### src/rtl/cpu_pkg.sv
// Constants shared between the control FSM and the fetch stage: controller
// one-hot state codes, opcode field layout and the fetch stage's own states.
package cpu_pkg;

   localparam logic [5:0] STATE_INITIAL = 6'b000001;
   localparam logic [5:0] STATE_FETCH   = 6'b000010;
   localparam logic [5:0] STATE_DECODE  = 6'b000100;
   localparam logic [5:0] STATE_ALU     = 6'b001000;
   localparam logic [5:0] STATE_INCPC   = 6'b010000;
   localparam logic [5:0] STATE_HALT    = 6'b100000;

   localparam int OPC_W = 4;

   localparam logic [OPC_W-1:0] OP_NOP   = 4'h0;
   localparam logic [OPC_W-1:0] OP_LOAD  = 4'h1;
   localparam logic [OPC_W-1:0] OP_STORE = 4'h2;
   localparam logic [OPC_W-1:0] OP_ADD   = 4'h3;
   localparam logic [OPC_W-1:0] OP_SUB   = 4'h4;
   localparam logic [OPC_W-1:0] OP_JUMP  = 4'h8;
   localparam logic [OPC_W-1:0] OP_HALT  = 4'hF;

   // One-hot so each fetch output is a single state flop.
   typedef enum logic [3:0] {
      F_IDLE = 4'b0001,
      F_REQ  = 4'b0010,
      F_DONE = 4'b0100,
      F_ERR  = 4'b1000
   } fetch_state_e;

endpackage

### src/rtl/fetch_wdog.sv
// Request watchdog: reloads while cleared, counts down while running and
// flags expiry on the TIMEOUT_CYC-th running cycle.
module fetch_wdog #(
   parameter int TIMEOUT_CYC = 16
) (
   input  logic clk,
   input  logic rst,
   input  logic i_clear,
   input  logic i_run,
   output logic o_expire
);

   localparam int CNT_W = $clog2(TIMEOUT_CYC + 1);

   logic [CNT_W-1:0] r_cnt;

   always_ff @(posedge clk) begin
      if (rst || i_clear) begin
         r_cnt <= CNT_W'(TIMEOUT_CYC - 1);
      end else if (i_run && (r_cnt != '0)) begin
         r_cnt <= r_cnt - 1'b1;
      end
   end

   assign o_expire = i_run && (r_cnt == '0);

endmodule

### src/rtl/fetch_unit.sv
// Instruction fetch / PC stage: single-beat instruction read during Fetch,
// IR capture, halt decode and PC increment. FETCH_TIMEOUT_EN adds a watchdog.
module fetch_unit
   import cpu_pkg::*;
#(
   parameter int ADDR_W      = 8,
   parameter int DATA_W      = 16,
   parameter int RESET_PC    = 0,
   parameter int TIMEOUT_CYC = 16
) (
   input  logic              clk,
   input  logic              rst,
   input  logic [5:0]        state,
   output logic              mem_req,
   output logic [ADDR_W-1:0] mem_addr,
   input  logic              mem_ack,
   input  logic [DATA_W-1:0] mem_rdata,
   output logic              mem_rdy,
   output logic              halt,
   output logic [DATA_W-1:0] instr,
   output logic [ADDR_W-1:0] pc,
   output logic              fetch_err
);

   fetch_state_e      r_fsm;
   fetch_state_e      w_fsm_nxt;
   logic [DATA_W-1:0] r_ir;
   logic [ADDR_W-1:0] r_pc;
   logic              w_is_fetch;
   logic              w_is_incpc;
   logic              w_expire;

   // Exact compares: any illegal (zero or multi-hot) vector matches neither.
   assign w_is_fetch = (state == STATE_FETCH);
   assign w_is_incpc = (state == STATE_INCPC);

`ifdef FETCH_TIMEOUT_EN
   fetch_wdog #(
      .TIMEOUT_CYC (TIMEOUT_CYC)
   ) u_wdog (
      .clk      (clk),
      .rst      (rst),
      .i_clear  (r_fsm != F_REQ),
      .i_run    (r_fsm == F_REQ),
      .o_expire (w_expire)
   );
`else
   logic [31:0] w_unused_tmo;
   assign w_unused_tmo = TIMEOUT_CYC;
   assign w_expire     = 1'b0;
`endif

   // NOTE: clocked state uses non-blocking (<=) so every flop samples
   // pre-edge values regardless of block ordering.
   always_ff @(posedge clk) begin
      if (rst) begin
         r_fsm <= F_IDLE;
      end else begin
         r_fsm <= w_fsm_nxt;
      end
   end

   // NOTE: default assignment first so no path through the case infers a latch.
   always_comb begin
      w_fsm_nxt = r_fsm;
      case (r_fsm)
         F_IDLE: if (w_is_fetch) w_fsm_nxt = F_REQ;
         F_REQ: begin
            // An ack on the expiry cycle still completes the fetch.
            if (mem_ack)       w_fsm_nxt = F_DONE;
            else if (w_expire) w_fsm_nxt = F_ERR;
         end
         F_DONE: if (!w_is_fetch) w_fsm_nxt = F_IDLE;
         F_ERR:  w_fsm_nxt = F_ERR;
         default: w_fsm_nxt = F_IDLE;
      endcase
   end

   always_comb begin
      mem_req   = (r_fsm == F_REQ);
      mem_rdy   = (r_fsm == F_DONE);
`ifdef FETCH_TIMEOUT_EN
      fetch_err = (r_fsm == F_ERR);
`else
      fetch_err = 1'b0;
`endif
   end

   always_ff @(posedge clk) begin
      if (rst) begin
         r_ir <= '0;
         r_pc <= ADDR_W'(RESET_PC);
      end else begin
         if ((r_fsm == F_REQ) && mem_ack) begin
            r_ir <= mem_rdata;
         end
         if (w_is_incpc) begin
            r_pc <= r_pc + 1'b1;
         end
      end
   end

   assign instr    = r_ir;
   assign pc       = r_pc;
   assign mem_addr = r_pc;
   assign halt     = (r_ir[DATA_W-1 -: OPC_W] == OP_HALT);

endmodule

### config.mk
export PLATFORM = sky130hd
export DESIGN_NAME = fetch_unit
export DESIGN_NICKNAME = d
export VERILOG_FILES = /design/src/rtl/cpu_pkg.sv /design/src/rtl/fetch_wdog.sv /design/src/rtl/fetch_unit.sv
export SDC_FILE = /design/constraint.sdc
export NUM_CORES = 1
export LEC_CHECK = 0
export ABC_AREA = 1
export CELL_PAD_IN_SITES_DETAIL_PLACEMENT = 1
export CELL_PAD_IN_SITES_GLOBAL_PLACEMENT = 1
export CORE_UTILIZATION = 26
export CTS_CLUSTER_SIZE = 40
export DETAILED_ROUTE_END_ITERATION = 8
export GPL_ROUTABILITY_DRIVEN = 1
export PLACE_DENSITY_LB_ADDON = 0.1
export SLEW_MARGIN = 20
export SYNTH_ARGS = -nofsm -noshare
export SYNTH_HDL_FRONTEND = slang
export SYNTH_SLANG_ARGS = --single-unit
### constraint.sdc
create_clock -name clk -period 1.1 [get_ports clk]
set_clock_uncertainty 0.05 [all_clocks]
set_input_delay 0.275 -clock clk [delete_from_list [all_inputs] [get_ports clk]]
set_output_delay 0.275 -clock clk [all_outputs]
set_load 0.01 [all_outputs]
-- After elaboration in Yosys (flattened, before gate mapping)
Index checks and enable logic that the tools add are counted.
- logic and storage cells: 20
- bits of input ports: 25
- output and inout port bits: 36
- flip-flop bits (word level): 28
- equal/unequal tests: 10
- reductions and logical operators: 2
- multiplexer cells: 4
- add/sub/neg operators: 1
- operators with widths (operator ; count):
    4-bit one-hot mux with 4 select lines ; 1
    4-bit two-way mux ; 3
    8-bit by 1-bit adder with 8-bit output (second input constant) ; 1
    4-bit equality test (second input constant) ; 2
    6-bit by 2-bit equality test with 1-bit output (second input constant) ; 1
    6-bit by 5-bit equality test with 1-bit output (second input constant) ; 1
    4-bit by 1-bit equality test with 1-bit output (second input constant) ; 1
    4-bit by 2-bit equality test with 1-bit output (second input constant) ; 1
    4-bit by 3-bit equality test with 1-bit output (second input constant) ; 1
    2-bit != test (second input constant) ; 2
    3-bit AND reduction ; 1
    2-bit by 1-bit != test with 1-bit output (second input constant) ; 1
    1-bit logical AND ; 1

-- Depth between registers and ports, before layout
- depth in word-level cells: 3
- gate-level depth with buffers: 8
- gate-level depth less buffers: 7

-- Least setup slack after synthesis
OpenSTA, ideal clock, no wires.
- kind: reg-to-reg
- start point: reg r_pc[1], in the netlist mem_addr[1]
- end point: reg r_pc[4], in the netlist mem_addr[4]
- arrival: 1.036 ns
- required time: 0.980 ns
- setup slack: -0.056 ns
- stages on the path, launching flop included: 6
- path buffers: 0
- period minus slack after synthesis: 1.156 ns
- setup time: 0.070 ns
- cell sequence: dfxtp_1 -> ha_1 -> nand3_1 -> xnor2_1 -> nand2_1 -> a21oi_1
- longest elaborated chain between the ends: 1
- RTL lines (element ; RTL line ; text):
    start, declared ; fetch_unit.sv:28 ; logic [ADDR_W-1:0] r_pc;
    start signal, assigned ; fetch_unit.sv:92 ; r_pc <= ADDR_W'(RESET_PC);
    start signal, assigned ; fetch_unit.sv:98 ; r_pc <= r_pc + 1'b1;
    8-bit by 1-bit adder with 8-bit output ; fetch_unit.sv:98 ;
No other way between the ends.
A chain may end at the register's enable or synchronous reset.

-- Worst setup path in the final report
- start point: reg r_fsm[1]
- end point: out mem_rdy
- longest elaborated chain between the ends: 1
- RTL lines (element ; RTL line ; text):
    start, declared ; fetch_unit.sv:25 ; fetch_state_e r_fsm;
    start signal, assigned ; fetch_unit.sv:59 ; r_fsm <= w_fsm_nxt;
    4-bit by 3-bit equality test with 1-bit output ; fetch_unit.sv:81 ; mem_rdy = (r_fsm == F_DONE);
    end, declared ; fetch_unit.sv:18 ; output logic mem_rdy,
No other way between the ends.

==> run summary <==
outcome: finished with violations
failing checks: negative setup slack
flip-flop and latch count after synthesis: 28
fmax: 725.7 MHz
unrepaired setup endpoints after global routing: true
Mapped Cells: 188
WP depth: 4
Worst setup SP type: register
hold buffers post-CTS: 0
layout net count: 314
root buf cell: clkbuf_8
Initial Util: 0.2762
antenna violations before repair: 0
number of flops mapped to enable cells by yosys: 0
DRC viols: 0
critical path's top delay family: flip-flops
Critical Path, Cell by Cell: nor2_2 > nand3_2 > inv_2 > buf_2
largest net degree at the start of global routing: 19
vias in the first global route: 1,615
crit path max-delay cell type: dfxtp_2
Die Area: 5831 sq um
IO Port Bufs: 59
Main synth FF type: dfxtp_1
HPWL Detailed: 3.096 mm
WP data required: 0.77 ns
PwrDens: 645.7 nW/um^2
Final Hold Viols: 0
synth warn: 0
reg2reg end: instr[12]$_SDFFE_PP0P_
Core ar.: 5205 sq um
die width: 76.36 um
Seq/Total Area, Yosys: 0.3899
routed via count: 1,592
number of inserted diodes: 0
Clk Latency, worst-skew pair: 0.28 ns
Ports: 61
CP Max Fanout: 2
final setup fails: 37
Tot Pwr: 1.893 mW
Leak: 1.172 nW
worst vdd ir: 0.0004525 V
CTS tree: yes
TritonRoute pass-1 iters: 4
vias per cell: 4.459
WL final: 5.024 mm
most frequent cells after synthesis: 47 x nand2_1, 28 x dfxtp_1, 17 x nor2_1
DRT iter0 DRCs: 51
wire length per cell: 14.07 um
Worst-path clk slew: 0.10 ns
syn_area_per_cell: 7.647 sq um
max cap viols: 0
top cell type by total area after synthesis: dfxtp_1
# rows: 26
Worst Setup SP: r_fsm[1]$_SDFFE_PP0P_
most frequent cell after synthesis: nand2_1
Syn-to-layout area delta: 103.9%
Core Util, Final: 0.5632
Tmin final: 1.378 ns
Crit path arrival time: 1.05 ns
reg-to-reg startpoint: r_fsm[1]$_SDFFE_PP0P_
cell count of the worst reg-to-reg path: 9
gr ovfl total: 0
share of the synthesized area in the top cell type: 0.3899
Async SR Flop Fraction: 0
CTS Buffer Depth: 2
final worst hold slack: 0.4161 ns
first-pass GRT wire length: 7.576 mm
max-slew violations: 0
crit-path max cell delay: 0.35 ns
critical path buffer and inverter count: 2
antenna-violating nets left: 0
die height: 76.36 um
CP Class: reg -> out
synthesized net count: 214
CP Capture Point: mem_rdy
gr usage total: 0.1590
r2r setup slk: -0.27 ns
Num CTS Buffers: 3
Sink Count: 28
H-tree depth: 1
crit path capture type: output port
Area contributors post-synth: dfxtp_1 39%, nand2_1 12%, nand3_2 7.0%, a21oi_2 6.1%, buf_4 5.2%
ratio of cells with drive above 1 in the final layout: 0.6899
Post-Syn Area: 1438 sq um
worst min path class: reg -> reg
GPL Wtd Cong: 0.6991
final period utilization: 1.253
Netlist cell types: 24
post-route setup slack: -0.2779 ns
## kinds of logic (layout without fill, tap and decap cells)
kind of cell    count (synthesis)  in the layout  share of synthesized area
compound gates                 27             27                     0.1210
xor+xnor                        1              1                   0.006093
fa+ha+maj                       1              1                   0.008702
buf+inv                        32            129                     0.1366
flops                          28             28                     0.3899
other cells                     1              1                   0.002608
simple gates                   98            100                     0.3351
## layer usage
layer  vias to the layer above  global-route usage  share of wire  wire length, um
li1                        797                   -              -                -
met1                       754              0.1908           0.42             2132
met2                        37              0.2874           0.53             2666
met3                         4             0.02754          0.037              184
met4                         0             0.04615         0.0080               40
met5                         -                   0              0                0
## cells in the final DEF, fill, tap and decap left out, types with 4 or more instances in the layout
| master | n |
|---|---|
| buf_2 | 8 |
| nand3_2 | 12 |
| nor2_2 | 8 |
| a21oi_1 | 6 |
| nand3_1 | 5 |
| clkbuf_8 | 4 |
| nor2_4 | 6 |
| nand3_4 | 8 |
| clkdlybuf4s50_1 | 17 |
| a21oi_2 | 18 |
| dlygate4sd2_1 | 4 |
| buf_4 | 25 |
| inv_1 | 11 |
| nand2_2 | 13 |
| nand2_1 | 29 |
| inv_2 | 4 |
| nand2_4 | 7 |
| dfxtp_2 | 20 |
| nor2_1 | 8 |
| dfxtp_4 | 8 |
| buf_6 | 47 |
## state kept, by name (all words and copies together) (netlist names)
signal,cells
mem_addr,8
r_fsm,4
instr,16
## metrics by stage
step           worst slack, ns  TNS [ns]  instances  cell area (sq um)
6_report               -0.2779    -5.224        357               2932
5_1_grt                -0.3352    -7.551        357               2932
4_1_cts                -0.2645    -5.204        342               2462
3_5_place_dp           -0.5030    -15.32        324               2192
3_3_place_gp           -0.4623    -15.04        324               2192
2_1_floorplan         -0.01127  -0.02625        188               1448
## where the power goes
group / internal [mW] / switching (mW)
registers: 0.995 / 0.00344
clock network: 0.321 / 0.349
logic: 0.119 / 0.105
total: 1.44 / 0.458
## final cells by class
type | instances | area (sq um)
Timing Repair Buffer | 109 | 1105
Inverter | 16 | 65.06
Sequential cell | 28 | 615.6
Tap cell | 70 | 87.58
Fill cell | 619 | 2273
Multi-Input combinational cell | 130 | 1003
Clock buffer | 4 | 55.05
## worst min-delay path by stage
| stage | from | endpoint | slack, ns | depth (start not counted) |
|---|---|---|---|---|
| final | instr[0]$_SDFFE_PP0P_ | instr[0]$_SDFFE_PP0P_ | 0.42 | 2 |
| after global routing | instr[0]$_SDFFE_PP0P_ | instr[0]$_SDFFE_PP0P_ | 0.44 | 2 |
| after CTS | instr[0]$_SDFFE_PP0P_ | instr[0]$_SDFFE_PP0P_ | 0.42 | 2 |
| after detailed placement | instr[5]$_SDFFE_PP0P_ | instr[5]$_SDFFE_PP0P_ | 0.41 | 2 |
| after global placement | instr[0]$_SDFFE_PP0P_ | instr[0]$_SDFFE_PP0P_ | 0.40 | 2 |
| after floorplan | rst | instr[0]$_SDFFE_PP0P_ | 0.29 | 1 |
## timing repair
item | CTS | global route
buffers inserted | 14 | 11
endpoints found under the setup margin | 62 | 53
pin swaps | 19 | 29
resized for setup | 229 | 75
cloned | 0 | 4
## worst min-delay path, stage by stage (launching register included)
cell	delay, ns
dfxtp_2	0.34
nand2_2	0.05
a21oi_1	0.05
Power figures use the tool's default switching activity.
